## src/rtl/fifo_rd_ctrl.sv

```systemverilog
// fifo_rd_ctrl: read-side pointer, status and data-out controller of an async FIFO
// All state is in rclk; rq2_wptr reaches outputs only through registers.
module fifo_rd_ctrl #(
    parameter int DATA_WIDTH    = 32,
    parameter int ADDRESS_WIDTH = 5
) (
    input  logic                     rclk,
    input  logic                     sw_rst,
    input  logic                     read_enable,
    input  logic [ADDRESS_WIDTH-1:0] aempty_value,
    input  logic [ADDRESS_WIDTH:0]   rq2_wptr,
    input  logic [DATA_WIDTH-1:0]    mem_rdata,
    output logic [ADDRESS_WIDTH-1:0] raddr,
    output logic                     mem_ren,
    output logic [ADDRESS_WIDTH:0]   rptr,
    output logic [DATA_WIDTH-1:0]    rdata,
    output logic                     rdata_valid,
    output logic                     rempty,
    output logic                     rd_almost_empty,
    output logic                     underflow,
    output logic [ADDRESS_WIDTH:0]   fifo_read_count,
    output logic [ADDRESS_WIDTH:0]   rd_level
);
    localparam int AW = ADDRESS_WIDTH;

    logic [AW:0]           rbin_q, rbin_d, rptr_q, rptr_d, lvl_q, lvl_d, wbin;
    logic [DATA_WIDTH-1:0] rdata_q;
    logic                  rvalid_q, rempty_q, raempty_q, underflow_q, rd_fire;

    assign rd_fire = read_enable & ~rempty_q;
    assign rbin_d  = rbin_q + {{AW{1'b0}}, rd_fire};
    assign rptr_d  = rbin_d ^ (rbin_d >> 1);
    assign lvl_d   = wbin - rbin_d;

    // Gray to binary: each bit is the XOR of itself and all higher Gray bits
    always_comb begin
        wbin = '0;
        for (int i = 0; i <= AW; i++) wbin[i] = ^(rq2_wptr >> i);
    end

    always_ff @(posedge rclk) begin
        if (sw_rst) begin
            rbin_q      <= '0;
            rptr_q      <= '0;
            lvl_q       <= '0;
            rdata_q     <= '0;
            rvalid_q    <= 1'b0;
            rempty_q    <= 1'b1;
            raempty_q   <= 1'b1;
            underflow_q <= 1'b0;
        end else begin
            rbin_q      <= rbin_d;
            rptr_q      <= rptr_d;
            lvl_q       <= lvl_d;
            rdata_q     <= rd_fire ? mem_rdata : rdata_q;
            rvalid_q    <= rd_fire;
            rempty_q    <= (rptr_d == rq2_wptr);
            raempty_q   <= (lvl_d <= {1'b0, aempty_value});
            underflow_q <= read_enable & rempty_q;
        end
    end

    assign raddr           = rbin_q[AW-1:0];
    assign mem_ren         = rd_fire;
    assign rptr            = rptr_q;
    assign rdata           = rdata_q;
    assign rdata_valid     = rvalid_q;
    assign rempty          = rempty_q;
    assign rd_almost_empty = raempty_q;
    assign underflow       = underflow_q;
    assign fifo_read_count = rbin_q;
    assign rd_level        = lvl_q;
endmodule

```

## config.mk

```make
export PLATFORM = sky130hd
export DESIGN_NAME = fifo_rd_ctrl
export DESIGN_NICKNAME = d
export VERILOG_FILES = /design/src/rtl/fifo_rd_ctrl.sv
export SDC_FILE = /design/constraint.sdc
export NUM_CORES = 1
export LEC_CHECK = 0
export ABC_AREA = 1
export CORE_UTILIZATION = 38
export DETAILED_ROUTE_END_ITERATION = 10
export GPL_TIMING_DRIVEN = 0
export MAX_ROUTING_LAYER = met4
export PLACE_DENSITY_LB_ADDON = 0.05
export REMOVE_ABC_BUFFERS = 1
export SKIP_CTS_REPAIR_TIMING = 1
export SYNTH_ARGS = -nofsm -noshare
export SYNTH_HDL_FRONTEND = slang
export SYNTH_SLANG_ARGS = --single-unit
```

## constraint.sdc

```tcl
create_clock -name rclk -period 3.4 [get_ports rclk]
set_clock_uncertainty 0.05 [all_clocks]
set_input_delay 0.68 -clock rclk [delete_from_list [all_inputs] [get_ports rclk]]
set_output_delay 0.68 -clock rclk [all_outputs]
set_load 0.02 [all_outputs]
```

# Word level (Yosys, flattened, before mapping)
# Index checks and enable logic that the tools add are counted.
[word_totals]
inputBits = 46
out_inout_bits = 60
word_cells = 22
reg_bits = 54
[op_classes]
n_addsub = 2
n_reduce_logical = 6
order_cmp = 1
n_eq_ne = 1
n_bitwise = 4
[op_table]
columns = ["operator", "n"]
rows = [
  ["6-bit parity", 6],
  ["6-bit by 1-bit adder with 6-bit output", 1],
  ["6-bit equality test", 1],
  ["6-bit by 5-bit less-or-equal comparator with 1-bit output", 1],
  ["6-bit subtractor", 1],
  ["6-bit by 5-bit bitwise XOR with 6-bit output", 1],
  ["1-bit bitwise AND", 2],
  ["1-bit NOT", 1],
]

# Depth between registers and ports, before layout
# Gate-level depths: netlist of run 1.
[depth]
depth_word = 5
mapped_depth = 22

# Worst setup path after synthesis of run 1
# No wires, ideal clock.
[synth_path]
path_kind = "input port to flip-flop"
start = "input port read_enable"
end = "register raempty_q, in the netlist rd_almost_empty"
slack_ns = -0.382
cell_stages = 21
arrival_ns = 3.623
cell_sequence = "inv_1 -> nor2_1 -> clkbuf_1 -> ha_1 -> ha_1 -> nand2_1 -> nand2_1 -> inv_1 -> ha_1 -> inv_1 -> nor2_1 -> nor2_1 -> nor2_1 -> nor2_1 -> xnor2_1 -> inv_1 -> ha_1 -> a21oi_1 -> nand3b_1 -> nand2_1 -> inv_1"
[synth_between]
elab_chain_len = 4
[synth_rtl]
columns = ["item", "line_no", "text"]
rows = [
  ["start, declared", "9", "input logic read_enable,"],
  ["1-bit bitwise AND", "30", "assign rd_fire = read_enable & ~rempty_q;"],
  ["named net mem_ren", "14", "output logic mem_ren,"],
  ["6-bit by 1-bit adder with 6-bit output", "31", "assign rbin_d = rbin_q + {{AW{1'b0}}, rd_fire};"],
  ["6-bit subtractor", "33", "assign lvl_d = wbin - rbin_d;"],
  ["named net lvl_d[4]", "26", "logic [AW:0] rbin_q, rbin_d, rptr_q, rptr_d, lvl_q, lvl_d, wbin;"],
  ["6-bit by 5-bit less-or-equal comparator with 1-bit output", "58", "raempty_q <= (lvl_d <= {1'b0, aempty_value});"],
  ["end signal, assigned", "58", ""],
  ["end, declared", "28", "logic rvalid_q, rempty_q, raempty_q, underflow_q, rd_fire;"],
]
# The timed path passes the listed nets, and every way through them passes these cells.
# A chain may end at the register's enable or synchronous reset.

# Worst setup path in the final report of run 1
[layout_path]
start = "input port rq2_wptr[3]"
end = "register raempty_q, in the netlist rd_almost_empty"
[layout_between]
elab_chain_len = 3
elab_cells_between_ends = 6
classes_between = "add/sub: 1; order compare: 1; reduce/logical: 4"
[layout_rtl]
columns = ["item", "line_no", "text"]
rows = [
  ["start, declared", "11", "input logic [ADDRESS_WIDTH:0] rq2_wptr,"],
  ["6-bit parity", "38", "for (int i = 0; i <= AW; i++) wbin[i] = ^(rq2_wptr >> i);"],
  ["6-bit subtractor (*)", "33", ""],
  ["named net lvl_d[4]", "26", ""],
  ["6-bit by 5-bit less-or-equal comparator with 1-bit output (*)", "58", ""],
]
# Mark *: on every way through the listed nets, which the timed path passes. The rest lies on a longest branch.

==> results of run 1 <==
[metal layers]
metal,vias to the layer above,routed length (µm)
met5,-,0
met4,0,59
met3,6,415
li1,1268,-
met1,1124,2981
met2,81,3145
[report_power, final]
group | internal, µW | leakage (µW) | switching (µW)
logic | 244 | 0.00120 | 246
clock network | 147 | 0.0000445 | 226
registers | 669 | 0.000437 | 20.1
total | 1060 | 0.00169 | 492
[worst max path at each step]
stage | end | cells past startpoint
floorplan | rd_almost_empty | 20
global placement | rd_almost_empty | 21
detailed placement | rd_almost_empty | 22
CTS | rd_almost_empty | 22
global route | rd_almost_empty | 18
finish | rd_almost_empty | 18
[cell type report]
cell class                 instances  area share [%]
clock buffer                       5           1.809
clock inverter                     3          0.5592
multi-input combinational        233           33.62
timing repair buffer             118           30.30
tap                               75           2.467
inverter                          34           3.355
sequential                        53           27.89
[critical path: stages]
cell	delay (ns)
buf_2	0.15
xnor2_4	0.17
xor2_4	0.20
xor2_2	0.19
xor2_1	0.17
ha_2	0.19
fa_2	0.35
nor2_2	0.11
nor2_1	0.05
nor2_1	0.11
nor2_1	0.06
xnor2_1	0.23
inv_1	0.11
ha_4	0.28
a21oi_1	0.05
nand3b_1	0.19
nand2_1	0.11
inv_1	0.04
[sequential cells by signal, summed over array words and instances (netlist names)]
| register | cells |
|---|---|
| underflow | 1 |
| fifo_read_count | 6 |
| rd_level | 6 |
| rempty | 1 |
| rd_almost_empty | 1 |
| rdata_valid | 1 |
| rdata | 32 |
| rptr | 5 |
[logic make-up (layout without fill, tap and decap cells)]
family                     after synthesis  after routing  synth area share (%)
and+or+nand+nor                        173            173                 29.50
DFF                                     53             53                 43.35
buffers and inverters                   52            160                 9.049
AOI/OAI and AO/OA                       42             42                 8.589
adders and majority gates               12             12                 6.442
xor gates and xnor gates                 6              6                 3.068
[synth_stat cells]
| cell | number |
|---|---|
| nor2_1 | 87 |
| dfxtp_1 | 53 |
| nand2_1 | 53 |
| inv_1 | 34 |
| o21ai_0 | 33 |
| nand3_1 | 17 |
| ha_1 | 11 |
| a21oi_1 | 9 |
| clkbuf_1 | 9 |
| buf_4 | 7 |
| nand4_1 | 5 |
| nand2_2 | 3 |
| nand3b_1 | 3 |
| buf_1 | 2 |
| xor2_1 | 2 |
| xor2_2 | 2 |
| and3_1 | 1 |
| fa_1 | 1 |
| nand2_4 | 1 |
| nand3_2 | 1 |
| nor2_2 | 1 |
| nor3_1 | 1 |
| xnor2_1 | 1 |
| xnor2_2 | 1 |
[through the flow]
step	util (%)	TNS, ns
after global placement	57.72	-53.43
final	62.76	0
after CTS	59.70	-1.651
after detailed placement	58.22	-3.397
after floorplan	-	-1.799
after global routing	62.76	-0.01508
==> flow_summary.json, run 1 <==
{
  "nets": 503,
  "die_height_um": 82.25,
  "status": "complete, no violations",
  "drive_above_1_share_pct": 11.43,
  "grt_pass1_wl_um": 9404,
  "final_cell_mix": "100 x clkdlybuf4s50_1, 85 x nor2_1, 53 x dfxtp_1",
  "finalPower_uw": 1551,
  "crit_arrival_ns": 3.45,
  "coreArea_um2": 6061,
  "min_period_ns": 3.282,
  "setup_slack_ns": 0.1184,
  "use_met2_pct": 31.16,
  "initialDrtViolationCount": 119,
  "endpoint_kind": "flop",
  "detailed_place.area_um2": 3528,
  "yosysSeqAreaShare_pct": 43.35,
  "globalRoute.totalOverflow": 0,
  "holdWs_ns": 0.4457,
  "clk_pin_slew_ns": 0.10,
  "synth_largest_area_cell": "dfxtp_1",
  "multi_input_area_um2": 1279,
  "setup_viol": 0,
  "fp-row-count": 28,
  "drt-total-wl_um": 6602,
  "max_freq_mhz": 304.7,
  "clock_latency_ns": 0.31,
  "cp-start-kind": "primary input",
  "numCtsBuffers": 5,
  "crit_required_ns": 3.57,
  "die-area_um2": 6765,
  "antenna_found_initial": 0,
  "hp-start": "rempty",
  "cts.htree.levels": 2,
  "finalHoldViolations": 0,
  "slew-limit-headroom_pct": 30.26,
  "grt_max_degree": 37,
  "period_share_pct": 96.52,
  "leakage_uw": 0.001685,
  "clk_path_buf_depth": 2,
  "ant_nets": 0,
  "synth_warnings": 0,
  "drt-pass1-iter-count": 4,
  "ir_drop_mv": 0.2491,
  "reg2reg_from": "rempty",
  "worstSetupPathType": "primary input to flop",
  "rr_worst_depth": 21,
  "area_growth_pct": 55.42,
  "vias_per_cell": 4.758,
  "synth.distinct_cells": 24,
  "antenna-diode-count": 0,
  "synth_top_area_share_pct": 43.35,
  "cts_root_buf": "clkbuf_8",
  "cts_sinks": 53,
  "p_per_area_nw_per_um2": 407.8,
  "boundaryPins": 106,
  "maxSlewViolCount": 0,
  "gp_congestion": 0.7892,
  "timing.rr.end": "rd_almost_empty",
  "ys_ff_latch": 53,
  "final_common_cell": "clkdlybuf4s50_1",
  "grtUsageMet1_pct": 22.87,
  "post-route-drc-count": 0,
  "grt_util_met3_pct": 4.396,
  "port_buffers": 105,
  "max_cap_violations": 0,
  "yosys-top-cells-area": "dfxtp_1 43%, nor2_1 13%, nand2_1 8.1%, o21ai_0 6.7%, ha_1 5.6%",
  "syn-instance-count": 338,
  "postSynthAreaPerCell_um2": 7.241,
  "hold_path_class": "flop to flop",
  "r2r_slack_ns": 0.31,
  "pre_cts_ws_ns": -1.371,
  "track_usage_pct": 18.77,
  "final_area_um2": 3804,
  "register_area_um2": 1061,
  "synth_area_um2": 2447,
  "worstPathMaxFanout": 3,
  "grt_busiest_layer": "met2",
  "cp-startpoint": "rq2_wptr[3]",
  "worst-slew-pin-transition_ns": 1.045,
  "hold_end": "underflow",
  "wl_per_cell_um": 12.67,
  "grt_pass1_vias": 2075,
  "start_util_pct": 40.38,
  "filler_cell_count": 562,
  "hpwl_um": 4494,
  "dieWidth_um": 82.25,
  "stdcell_count": 521,
  "place_inst": 501,
  "route.vias.total": 2479,
  "holdPathStages": 2,
  "cts_tree": "done"
}
(Power assumes the default switching activity.)
==> inputs of run 2 (changes only) <==
Settings changed: SLEW_MARGIN set to 15.
==> run 2 against run 1 <==
Compared with the run above: flip-flop and latch count did not move; combinational power barely moved; clock power fell by 2%; count of clock-buffer cells in the layout rose by 1; first-iteration DRC count rose by 5.9%; critical path depth fell by 1; global-route usage rose by 0.80 points; cell area fell by 0.13%.
==> flow_summary.json, run 2 (synthesis results as in run 1) <==
{
  "cts_sinks": 53,
  "grt_max_degree": 37,
  "max_freq_mhz": 301.1,
  "setup_viol": 0,
  "holdWs_ns": 0.4377,
  "clk_path_buf_depth": 2,
  "largest_register_ffs": 32,
  "p_per_area_nw_per_um2": 406.6,
  "wl_per_cell_um": 12.44,
  "filler_cell_count": 569,
  "hpwl_um": 4523,
  "cpLargestDelayFamily": "adder cells",
  "max_cap_violations": 0,
  "clock_latency_ns": 0.31,
  "grt_pass1_vias": 2072,
  "path_buf_inv": 4,
  "slew-limit-headroom_pct": 29.51,
  "track_usage_pct": 19.57,
  "ant_nets": 0,
  "leakage_uw": 0.001670,
  "crit_required_ns": 3.56,
  "die-area_um2": 6765,
  "boundaryPins": 106,
  "fp-row-count": 28,
  "nets": 502,
  "crit_path_max_incr_delay_ns": 0.47,
  "antenna_found_initial": 0,
  "endpoint_kind": "flop",
  "dieWidth_um": 82.25,
  "worstSetupPathType": "primary input to flop",
  "utilization_pct": 62.68,
  "maxSlewViolCount": 0,
  "finalHoldViolations": 0,
  "crit_arrival_ns": 3.48,
  "cp-start-kind": "primary input",
  "final_common_cell": "clkdlybuf4s50_1",
  "port_buffers": 105,
  "initialDrtViolationCount": 126,
  "setup_slack_ns": 0.07867,
  "drt-total-wl_um": 6469,
  "worstPathMaxFanout": 3,
  "coreArea_um2": 6061,
  "ir_drop_mv": 0.2216,
  "die_height_um": 82.25,
  "worst-slew-pin-transition_ns": 1.056,
  "hold_path_class": "flop to flop",
  "final_cell_mix": "100 x clkdlybuf4s50_1, 85 x nor2_1, 53 x dfxtp_1",
  "multi_input_area_um2": 1281,
  "register_area_um2": 1061,
  "route.vias.total": 2500,
  "drive_above_1_share_pct": 11.69,
  "grt_pass1_wl_um": 9784,
  "vias_per_cell": 4.808,
  "cts_tree": "done",
  "post-route-drc-count": 0,
  "start_util_pct": 40.38,
  "status": "complete, no violations",
  "pre_cts_ws_ns": -1.522,
  "path_cells": "clkdlybuf4s50_1 -> inv_2 -> xor2_2 -> xor2_1 -> ha_2 -> fa_2 -> nor2_2 -> nor2_1 -> nor2_1 -> nor2_1 -> xnor2_1 -> inv_1 -> ha_4 -> a21oi_1 -> nand3b_1 -> nand2_1 -> inv_1",
  "globalRoute.totalOverflow": 0,
  "crit_top_cell": "nor2_1",
  "cts_root_buf": "clkbuf_8",
  "min_period_ns": 3.321,
  "critPathSlowestCell": "clkdlybuf4s50_1",
  "drt-pass1-iter-count": 4,
  "area_growth_pct": 55.21,
  "period_share_pct": 97.69,
  "numCtsBuffers": 5,
  "clk_pin_slew_ns": 0.09,
  "gp_congestion": 0.7892,
  "cts.htree.levels": 2,
  "antenna-diode-count": 0
}
==> run 2: cell types whose count changed in the layout (fill, tap and decap cells not counted), sizes merged <==
cell | previous run | this run
clkinv | 1 | 0
clkbuf | 9 | 6
buf | 13 | 16
inv | 35 | 34
clkinvlp | 1 | 2
==> run 2: power by group <==
group	internal (µW)	switching, µW
combinational	244	247
clock	146	219
sequential	669	20.7
total	1060	486
==> run 2: worst paths after layout <==
path         slack, ns  cells after the start         from               to
max               0.08                     17  rq2_wptr[1]  rd_almost_empty
min               0.44                      2       rempty        underflow
max reg2reg       0.28                     21       rempty  rd_almost_empty
min reg2reg       0.44                      2       rempty        underflow
==> run 2: cell type report <==
type                       count  share of cell area (%)
clock buffer                   6                   1.910
clock inverter                 2                  0.3953
inverter                      34                   3.426
multi-input combinational    233                   33.73
sequential                    53                   27.93
tap                           75                   2.470
timing repair buffer         117                   30.14
==> run 2: metrics by stage <==
stage          std cells  instance area [µm²]  power (µW)   TNS, ns
2_1_floorplan        320                 2354       936.2    -1.799
3_3_place_gp         500                 3498        1132    -53.43
3_5_place_dp         501                 3516        1143    -4.481
4_1_cts              509                 3603        1505    -2.463
5_1_grt              520                 3799        1636  -0.04392
6_report             520                 3799        1544         0
==> run 2: routing by layer <==
layer,share of wire [%],GRT usage (%),routed length (µm),vias to the layer above
li1,-,-,-,1265
met1,44,24.66,2871,1142
met2,47,31.16,3034,80
met3,7.1,4.725,462,13
met4,1.5,5.439,100,0
met5,0,-,0,-
==> run 2: tightest hold or removal path, cell delays in order (launching register included) <==
cell     delay, ns
dfxtp_1       0.36
nand2_1       0.07
nor2_1        0.03
